===== config.mk =====
export PLATFORM = sky130hd
export DESIGN_NAME = pipe_skid_reg_flat
export DESIGN_NICKNAME = d
export VERILOG_FILES = /design/src/rtl/pipe_skid_if.sv /design/src/rtl/pipe_skid_reg.sv /design/src/flat_wrapper.sv
export SDC_FILE = /design/constraint.sdc
export NUM_CORES = 1
export LEC_CHECK = 0
export ABC_AREA = 1
export ABC_CLOCK_PERIOD_IN_PS = 4200
export CAP_MARGIN = 20
export CELL_PAD_IN_SITES_DETAIL_PLACEMENT = 0
export CELL_PAD_IN_SITES_GLOBAL_PLACEMENT = 1
export CORE_MARGIN = 1.5
export CORE_UTILIZATION = 40
export DETAILED_ROUTE_END_ITERATION = 10
export GPL_ROUTABILITY_DRIVEN = 0
export PLACE_DENSITY = 0.9
export SKIP_LAST_GASP = 1
export SLEW_MARGIN = 20
export SYNTH_ARGS = -nofsm -noshare
export SYNTH_HDL_FRONTEND = slang
export SYNTH_SLANG_ARGS = --single-unit

===== constraint.sdc =====
create_clock -name clk -period 4.2 [get_ports clk]
set_input_delay 0.84 -clock clk [delete_from_list [all_inputs] [get_ports clk]]
set_output_delay 0.84 -clock clk [all_outputs]
set_load 0.01 [all_outputs]

===== src/rtl/pipe_skid_if.sv =====
// pipe_skid_if: valid/ready stage bundle with flush and occupancy, stage-side (slave) and driver-side (master) views.
interface pipe_skid_if #(parameter int WIDTH = 32);
  logic             flush;
  logic             in_valid;
  logic             in_ready;
  logic [WIDTH-1:0] in_data;
  logic             out_valid;
  logic             out_ready;
  logic [WIDTH-1:0] out_data;
  logic [1:0]       count;
  modport master (
    output flush, in_valid, in_data, out_ready,
    input  in_ready, out_valid, out_data, count
  );
  modport slave (
    input  flush, in_valid, in_data, out_ready,
    output in_ready, out_valid, out_data, count
  );
endinterface


===== src/rtl/pipe_skid_reg.sv =====
// pipe_skid_reg: pipeline stage register with valid/ready handshake, optional skid entry and synchronous flush.
module pipe_skid_reg #(
  parameter int               WIDTH   = 32,
  parameter logic [WIDTH-1:0] RST_VAL = '0,
  parameter bit               SKID    = 1'b1
) (
  input logic       clk,
  input logic       rst,
  pipe_skid_if.slave bus
);
  localparam logic [1:0] EMPTY = 2'd0;
  localparam logic [1:0] ONE   = 2'd1;
  localparam logic [1:0] TWO   = 2'd2;
  logic [1:0]       state, nxt;
  logic             vld, rdy, acc, pop, load_main, load_skid;
  logic [WIDTH-1:0] main_q, skid_q;
  // Without a skid entry the stage can only take a beat when the held one leaves this cycle.
  assign bus.in_ready  = SKID ? rdy : (!vld | bus.out_ready);
  assign acc           = bus.in_valid & bus.in_ready;
  assign pop           = vld & bus.out_ready;
  assign bus.out_valid = vld;
  assign bus.out_data  = main_q;
  assign bus.count     = state;
  always_comb begin
    nxt = bus.flush        ? EMPTY :
          (state == EMPTY) ? (acc ? ONE : EMPTY) :
          (state == ONE)   ? ((acc & !pop) ? TWO : (!acc & pop) ? EMPTY : ONE) :
                             (pop ? ONE : TWO);
    load_main = !bus.flush & ((state == TWO) ? pop : (acc & ((state == EMPTY) | pop)));
    load_skid = !bus.flush & (state == ONE) & acc & !pop;
  end
  always_ff @(posedge clk or posedge rst)
    if (rst) begin
      state  <= EMPTY;
      vld    <= 1'b0;
      rdy    <= 1'b1;
      main_q <= RST_VAL;
      skid_q <= RST_VAL;
    end else begin
      state <= nxt;
      vld   <= nxt != EMPTY;
      rdy   <= nxt != TWO;
      if (load_main) main_q <= (state == TWO) ? skid_q : bus.in_data;
      if (load_skid) skid_q <= bus.in_data;
    end
endmodule

===== src/flat_wrapper.sv =====
// flat-port wrapper written by rule: the top's interface ports become plain ports
module pipe_skid_reg_flat 
#(
  parameter int               WIDTH   = 32,
  parameter logic [WIDTH-1:0] RST_VAL = '0,
  parameter bit               SKID    = 1'b1
)
  (clk, rst, bus_flush, bus_in_valid, bus_in_data, bus_out_ready, bus_in_ready, bus_out_valid, bus_out_data, bus_count);
  pipe_skid_if #(.WIDTH(WIDTH)) bus_i ();
  input logic clk;
  input logic rst;
  input wire logic [$bits(bus_i.flush)-1:0] bus_flush;
  input wire logic [$bits(bus_i.in_valid)-1:0] bus_in_valid;
  input wire logic [$bits(bus_i.in_data)-1:0] bus_in_data;
  input wire logic [$bits(bus_i.out_ready)-1:0] bus_out_ready;
  output wire logic [$bits(bus_i.in_ready)-1:0] bus_in_ready;
  output wire logic [$bits(bus_i.out_valid)-1:0] bus_out_valid;
  output wire logic [$bits(bus_i.out_data)-1:0] bus_out_data;
  output wire logic [$bits(bus_i.count)-1:0] bus_count;
  assign bus_i.flush = bus_flush;
  assign bus_i.in_valid = bus_in_valid;
  assign bus_i.in_data = bus_in_data;
  assign bus_i.out_ready = bus_out_ready;
  assign bus_in_ready = bus_i.in_ready;
  assign bus_out_valid = bus_i.out_valid;
  assign bus_out_data = bus_i.out_data;
  assign bus_count = bus_i.count;
  pipe_skid_reg #(.WIDTH(WIDTH), .RST_VAL(RST_VAL), .SKID(SKID)) u_core (.clk(clk), .rst(rst), .bus(bus_i));
endmodule

Word level (Yosys, flattened, before mapping):

Cells that the tools add are included.

* logic and storage cells: 32
* register bits after elaboration: 68

* bitwise gates (word level): 10
* reductions and logical operators: 5
* multiplexer cells: 9
* equal/unequal tests: 3

Operators by type and width (count)
* 2-to-1 mux 32 bit: 1
* 2-to-1 mux 2 bit: 5
* AND 1 bit: 9
* zero test 1 bit: 3
* 2-to-1 mux 1 bit: 3
* equality test 2 x 1 -> 1 bit, second input constant: 1
* equality test 2 bit, second input constant: 1
* zero test 2 bit: 1
* != test 2 bit, second input constant: 1
* nonzero test 2 bit: 1
* OR 1 bit: 1

Logic depth before layout (Yosys ltp):

* depth after elaboration: 9
* gate-level depth with buffers: 8
* depth with buffers taken out: 7

Worst setup path after synthesis:

OpenSTA, ideal clock, no wires.

* path type: input -> register
* start point: in bus_in_valid
* end point: reg u_core.vld, in the netlist u_core.bus.out_valid
* stages: 7
* buffers on the path: 0
* required time: 4079 ps
* arrival: 1531 ps
* setup slack: 2548 ps
* path through: nand2_2 inv_1 ha_1 o21ai_0 nand2_1 nand2_1 nand2_1

* word-level cells in the longest chain between the ends: 9
* elaborated cells on any way between the ends: 11
* those cells by class: 6 x mux; 3 x bitwise; 2 x reduce/logical

RTL lines
* start, declared: line flat_wrapper.sv:13 `input wire logic [$bits(bus_i.in_valid)-1:0] bus_in_valid;`
* AND 1 bit (*): line pipe_skid_reg.sv:19 `assign acc = bus.in_valid & bus.in_ready;`
* zero test 1 bit: line pipe_skid_reg.sv:27 `(state == ONE) ? ((acc & !pop) ? TWO : (!acc & pop) ? EMPTY : ONE) :`
* AND 1 bit: line pipe_skid_reg.sv:27
* 2-to-1 mux 1 bit: line pipe_skid_reg.sv:27
* 2-to-1 mux 2 bit (2 in series): line pipe_skid_reg.sv:27
* 2-to-1 mux 2 bit (*): line pipe_skid_reg.sv:26 `(state == EMPTY) ? (acc ? ONE : EMPTY) :`
* 2-to-1 mux 2 bit (*): line pipe_skid_reg.sv:25 `nxt = bus.flush ? EMPTY :`
* nonzero test 2 bit (*): line pipe_skid_reg.sv:41 `vld <= nxt != EMPTY;`
* end signal, assigned: line pipe_skid_reg.sv:35 `vld <= 1'b0;`
* end signal, assigned: line pipe_skid_reg.sv:41
* end, declared: line pipe_skid_reg.sv:15 `logic vld, rdy, acc, pop, load_main, load_skid;`

Mark *: on every way between the ends. The rest lies on a longest branch, timed or not.
A chain may end at the register's enable or synchronous reset.

Worst setup path in the final report:

* start point: reg u_core.state[0], in the netlist u_core.bus.count[0]
* end point: reg u_core.main_q[30], in the netlist u_core.bus.out_data[30]

* word-level cells in the longest chain between the ends: 5
* elaborated cells on any way between the ends: 7
* those cells by class: 1 x eq/ne; 2 x mux; 3 x bitwise; 1 x reduce/logical

RTL lines
* start, declared: line pipe_skid_reg.sv:14 `logic [1:0] state, nxt;`
* start signal, assigned: line pipe_skid_reg.sv:40 `state <= nxt;`
* zero test 2 bit: line pipe_skid_reg.sv:29 `load_main = !bus.flush & ((state == TWO) ? pop : (acc & ((state == EMPTY) | pop)));`
* OR 1 bit: line pipe_skid_reg.sv:29
* AND 1 bit: line pipe_skid_reg.sv:29
* 2-to-1 mux 1 bit: line pipe_skid_reg.sv:29
* AND 1 bit: line pipe_skid_reg.sv:29
* end signal, assigned: line pipe_skid_reg.sv:43 `if (load_main) main_q <= (state == TWO) ? skid_q : bus.in_data;`
* end, declared: line pipe_skid_reg.sv:16 `logic [WIDTH-1:0] main_q, skid_q;`

Parallel ways exist; a longest one is shown, timed or not.

==> results.md <==
Power and ir drop:
- The power share of the sequential group is 40.2%.
- Combinational logic is responsible for 42.5% of the overall power.
- The net switching fraction of the power is 37.8%.
- The clock group share of total power is 17.3%.
- For this design the static power due to leakage is 2.21 nW.
- Cell internal power was estimated by the tool at 1.73 mW.
- For this design the ratio of total power to cell area is 651 nW/um^2.
- Summed over all nets, the switching power comes to 1.05 mW.
- IR analysis of the VDD net gives a maximum drop of 274 uV.

Clocking:
- Clock latency on the worst-skew pair, taken at its later pin, is 0.34 ns.
- Clock tree synthesis inserted a total of 9 buffers.
- The number of buffers added for setup after CTS is 0.
- The clock edge transition at the registers on the reported setup and hold paths is 0.08 ns.
- The clock tree synthesis step divided the H-tree into 3 levels.
- The clock passes through at most 2 buffers.
- Clock tree synthesis selected as its root buffer the cell clkbuf_8.
- TritonCTS built the clock tree.
- Post-CTS repair changed the size of 0 cells.
- The number of sinks on the clock net is 68.
- The number of buffers inserted by hold repair at cts is 0.

Outcome:
- The flow ran to the end, and the final reports show no timing, DRC or antenna violations.

Synth:
- Yosys printed 0 warnings.
- The cell with the most instances after synthesis is nand2_1.
- The sequential element share of the synthesized area is 49.7%.
- The cell area that synthesis handed to floorplanning was 3430 sq um.
- The number of library cell types mapped by synthesis is 19.
- Yosys mapped a number of flops with a built-in enable equal to 0.
- The flop and latch count out of synthesis is 68.
- After synthesis, the most frequently instantiated cells are nand2_1, dfrtp_1, nand3_1.
- The synthesized design devotes to its leading area cell type 48.9% of total area.
- After synthesis, the share of flip-flops with an asynchronous set or reset is 100%.
- The most used flip-flop cell after synthesis is dfrtp_1.
- Averaged over all synthesized cells, the footprint is 8.30 sq um.
- When the netlist entered floorplanning its net count stood at 451.
- The synthesized design spends more area on one cell type than any other, namely dfrtp_1.
- The synthesized netlist cell count is 413.
- After synthesis, the cell types taking the most area are dfrtp_1, nand2_1, nand3_1.

Layout:
- 0 antenna diodes ended up in the layout.
- The number of standard cells in the layout, taps in and fillers out is 583.
- Relative to the synthesized area, the layout overhead comes to 24.6%.
- The layout cell share with drive strength beyond 1 is 13.0%.
- The fill cell instance count of the final layout is 809.
- The net count of the finished layout is 512.

GRT:
- The largest net degree at the start of global routing is 65.
- After global routing the overflow that remains totals 0.
- The initial antenna violation count is 0.
- The via count of the first global-routing pass is 2678.
- The wire length of the first global-routing pass is 12800 um.
- Global routing used 18.3% of the available tracks across all layers.

Timing:
- Setup repair after global routing left no endpoint under its margin.
- Headroom to the max-slew limit came out at 41.5%.
- Setup violations remaining at the end of the flow were counted as 0.
- For the final routed database, the setup TNS stands at 0 ns.
- The worst path uses 61.0% of the clock period.
- The final number of max-transition violations came to 0.
- The final hold violation count is 0.
- Counting I/O delays and the setup requirement, the final critical path takes 2.56 ns.
- The upper clock frequency limit is 0.390 GHz.
- Clock skew on the completed layout was measured at 0.00955 ns.
- At the pin with the least slew margin, the transition time is 0.877 ns.

Worst hold path:
- The worst hold path belongs to the class flip-flop to flip-flop.
- In this run the most critical hold path is launched from u_core.bus.out_data[16].

Worst setup path:
- For the worst setup path, the data required time is 4.47 ns.
- The path type of the worst setup path is flip-flop to flip-flop.
- The critical path endpoint category is a flip-flop.
- The data arrival time of the critical path is 2.83 ns.
- The critical path starts at u_core.bus.count[0].
- The maximum net fanout on the critical path is 36.
- The kind of start point of the critical path is a flip-flop.
- The startpoint identified for the worst register-to-register timing path is u_core.bus.count[0].

Die:
- The initial standard-cell utilization of the core is 41.5%.
- The total number of placement rows is 33.
- The full die area is 9130 sq um.
- The total I/O pin count is 73.
- After floorplanning, the core was sized to cover 8260 sq um.
- The die boundary width is 95.6 um.
- The die is 95.6 um tall.

Placement:
- The number of buffers added on ports is 72.
- Summed over all nets, the half-perimeter wirelength after detailed placement is 4830 um.
- The total placed cells including tap cells is 568.

Detailed routing:
- After detailed routing, the total wire length is 7620 um.
- The count of vias placed by the detailed router is 2744.
- The final routed DRC violation total is 0.
- In the routed layout, each cell is associated on average with a via count of 4.71.
- For this run, the detailed router's first-pass iteration total came to 4.
- In this run, the number of DRC markers left after iteration 0 of detailed routing was 154.
- The detail route stage leaves a number of antenna-violating nets equal to 0.
- Dividing the detail-routed wire length by the instance count gives 13.1 um.

Job:
- The max-capacitance violation count is 0.
==> layout by cell type, fill, tap and decap left out <==
| cell type | n |
|---|---|
| a21oi_4 | 1 |
| o21ai_0 | 1 |
| dfrtp_1 | 67 |
| a21oi_1 | 2 |
| nand2_2 | 2 |
| clkbuf_8 | 11 |
| inv_1 | 37 |
| nand3_1 | 65 |
| nand2_1 | 169 |
| clkdlybuf4s50_1 | 72 |
| buf_4 | 3 |
| ha_1 | 1 |
| inv_2 | 3 |
| nor2_2 | 1 |
| o21ai_2 | 32 |
| nand2_4 | 1 |
| clkinvlp_4 | 2 |
| nand3_4 | 2 |
| dfstp_2 | 1 |
| nor2_1 | 2 |
| nor2_4 | 1 |
| clkinv_2 | 2 |
==> power groups by stage <==
stage / sequential [mW] / combinational [mW] / clock [mW]
2_1_floorplan: 1.17 / 0.689 / 0
3_5_place_dp: 1.13 / 1.19 / 0
5_1_grt: 1.15 / 1.32 / 0.524
3_3_place_gp: 1.12 / 1.17 / 0
4_1_cts: 1.12 / 1.20 / 0.493
6_report: 1.12 / 1.18 / 0.482
==> metrics by stage <==
stage / instance area (sq um) / utilization [%] / worst slack [ns] / hold WS (ns) / total power, mW
4_1_cts: 4270 / 51.7 / 1.62 / 0.483 / 2.81
3_5_place_dp: 4100 / 49.6 / 1.36 / 0.466 / 2.31
3_3_place_gp: 4100 / 49.6 / 1.40 / 0.464 / 2.29
2_1_floorplan: 3430 / - / 1.65 / 0.456 / 1.86
6_report: 4270 / 51.7 / 1.64 / 0.477 / 2.78
5_1_grt: 4270 / 51.7 / 1.38 / 0.503 / 2.99
==> routing by layer <==
metal	track usage (%)	share of wire, %	vias up
met5	0	0	-
met4	6.62	1.3	0
met1	25.6	50	1246
met3	3.43	4.3	11
li1	-	-	1414
met2	28.1	44	73
==> area by class of cell <==
cell class	instances	area [sq um]	share of cell area, %
clock buffers	11	151	3.54
clock inverters	4	25.0	0.586
inverters	40	150	3.51
multi-input cells	280	1370	32.0
flip-flops and latches	68	1700	39.9
well taps	105	131	3.08
repair buffers	75	743	17.4
==> worst paths after layout <==
kind,to,slack [ns],cells past startpoint
worst max-delay path,u_core.bus.out_data[30],1.64,5
worst min register to register,u_core.bus.out_data[16],0.48,2
worst min-delay path,u_core.bus.out_data[16],0.48,2
max in group asynchronous,u_core.bus.out_data[16],2.45,3
worst max register to register,u_core.bus.out_data[30],1.64,5
min in group asynchronous,u_core.bus.out_data[7],1.01,2
==> cells by family (layout without fill, tap and decap cells) <==
group | after synthesis | count (layout) | synth area share [%]
compound gates | 36 | 36 | 9.09
fa+ha+maj | 1 | 1 | 0.365
buf+inv | 65 | 130 | 10.4
flops | 68 | 68 | 49.7
simple gates | 243 | 243 | 30.4
==> sequential cells by signal (all words and copies together) (netlist names) <==
| signal | count |
|---|---|
| u_core.bus.count | 2 |
| u_core.skid_q | 32 |
| u_core.bus.in_ready | 1 |
| u_core.bus.out_valid | 1 |
| u_core.bus.out_data | 32 |
==> critical path, stage by stage, from the launching register on <==
cell and delay, ns:
dfrtp_1 0.41, inv_2 0.52, nand2_4 0.43, a21oi_4 0.79, nand3_1 0.20, nand2_1 0.12
No activity file was read; power rests on OpenSTA's default activity.
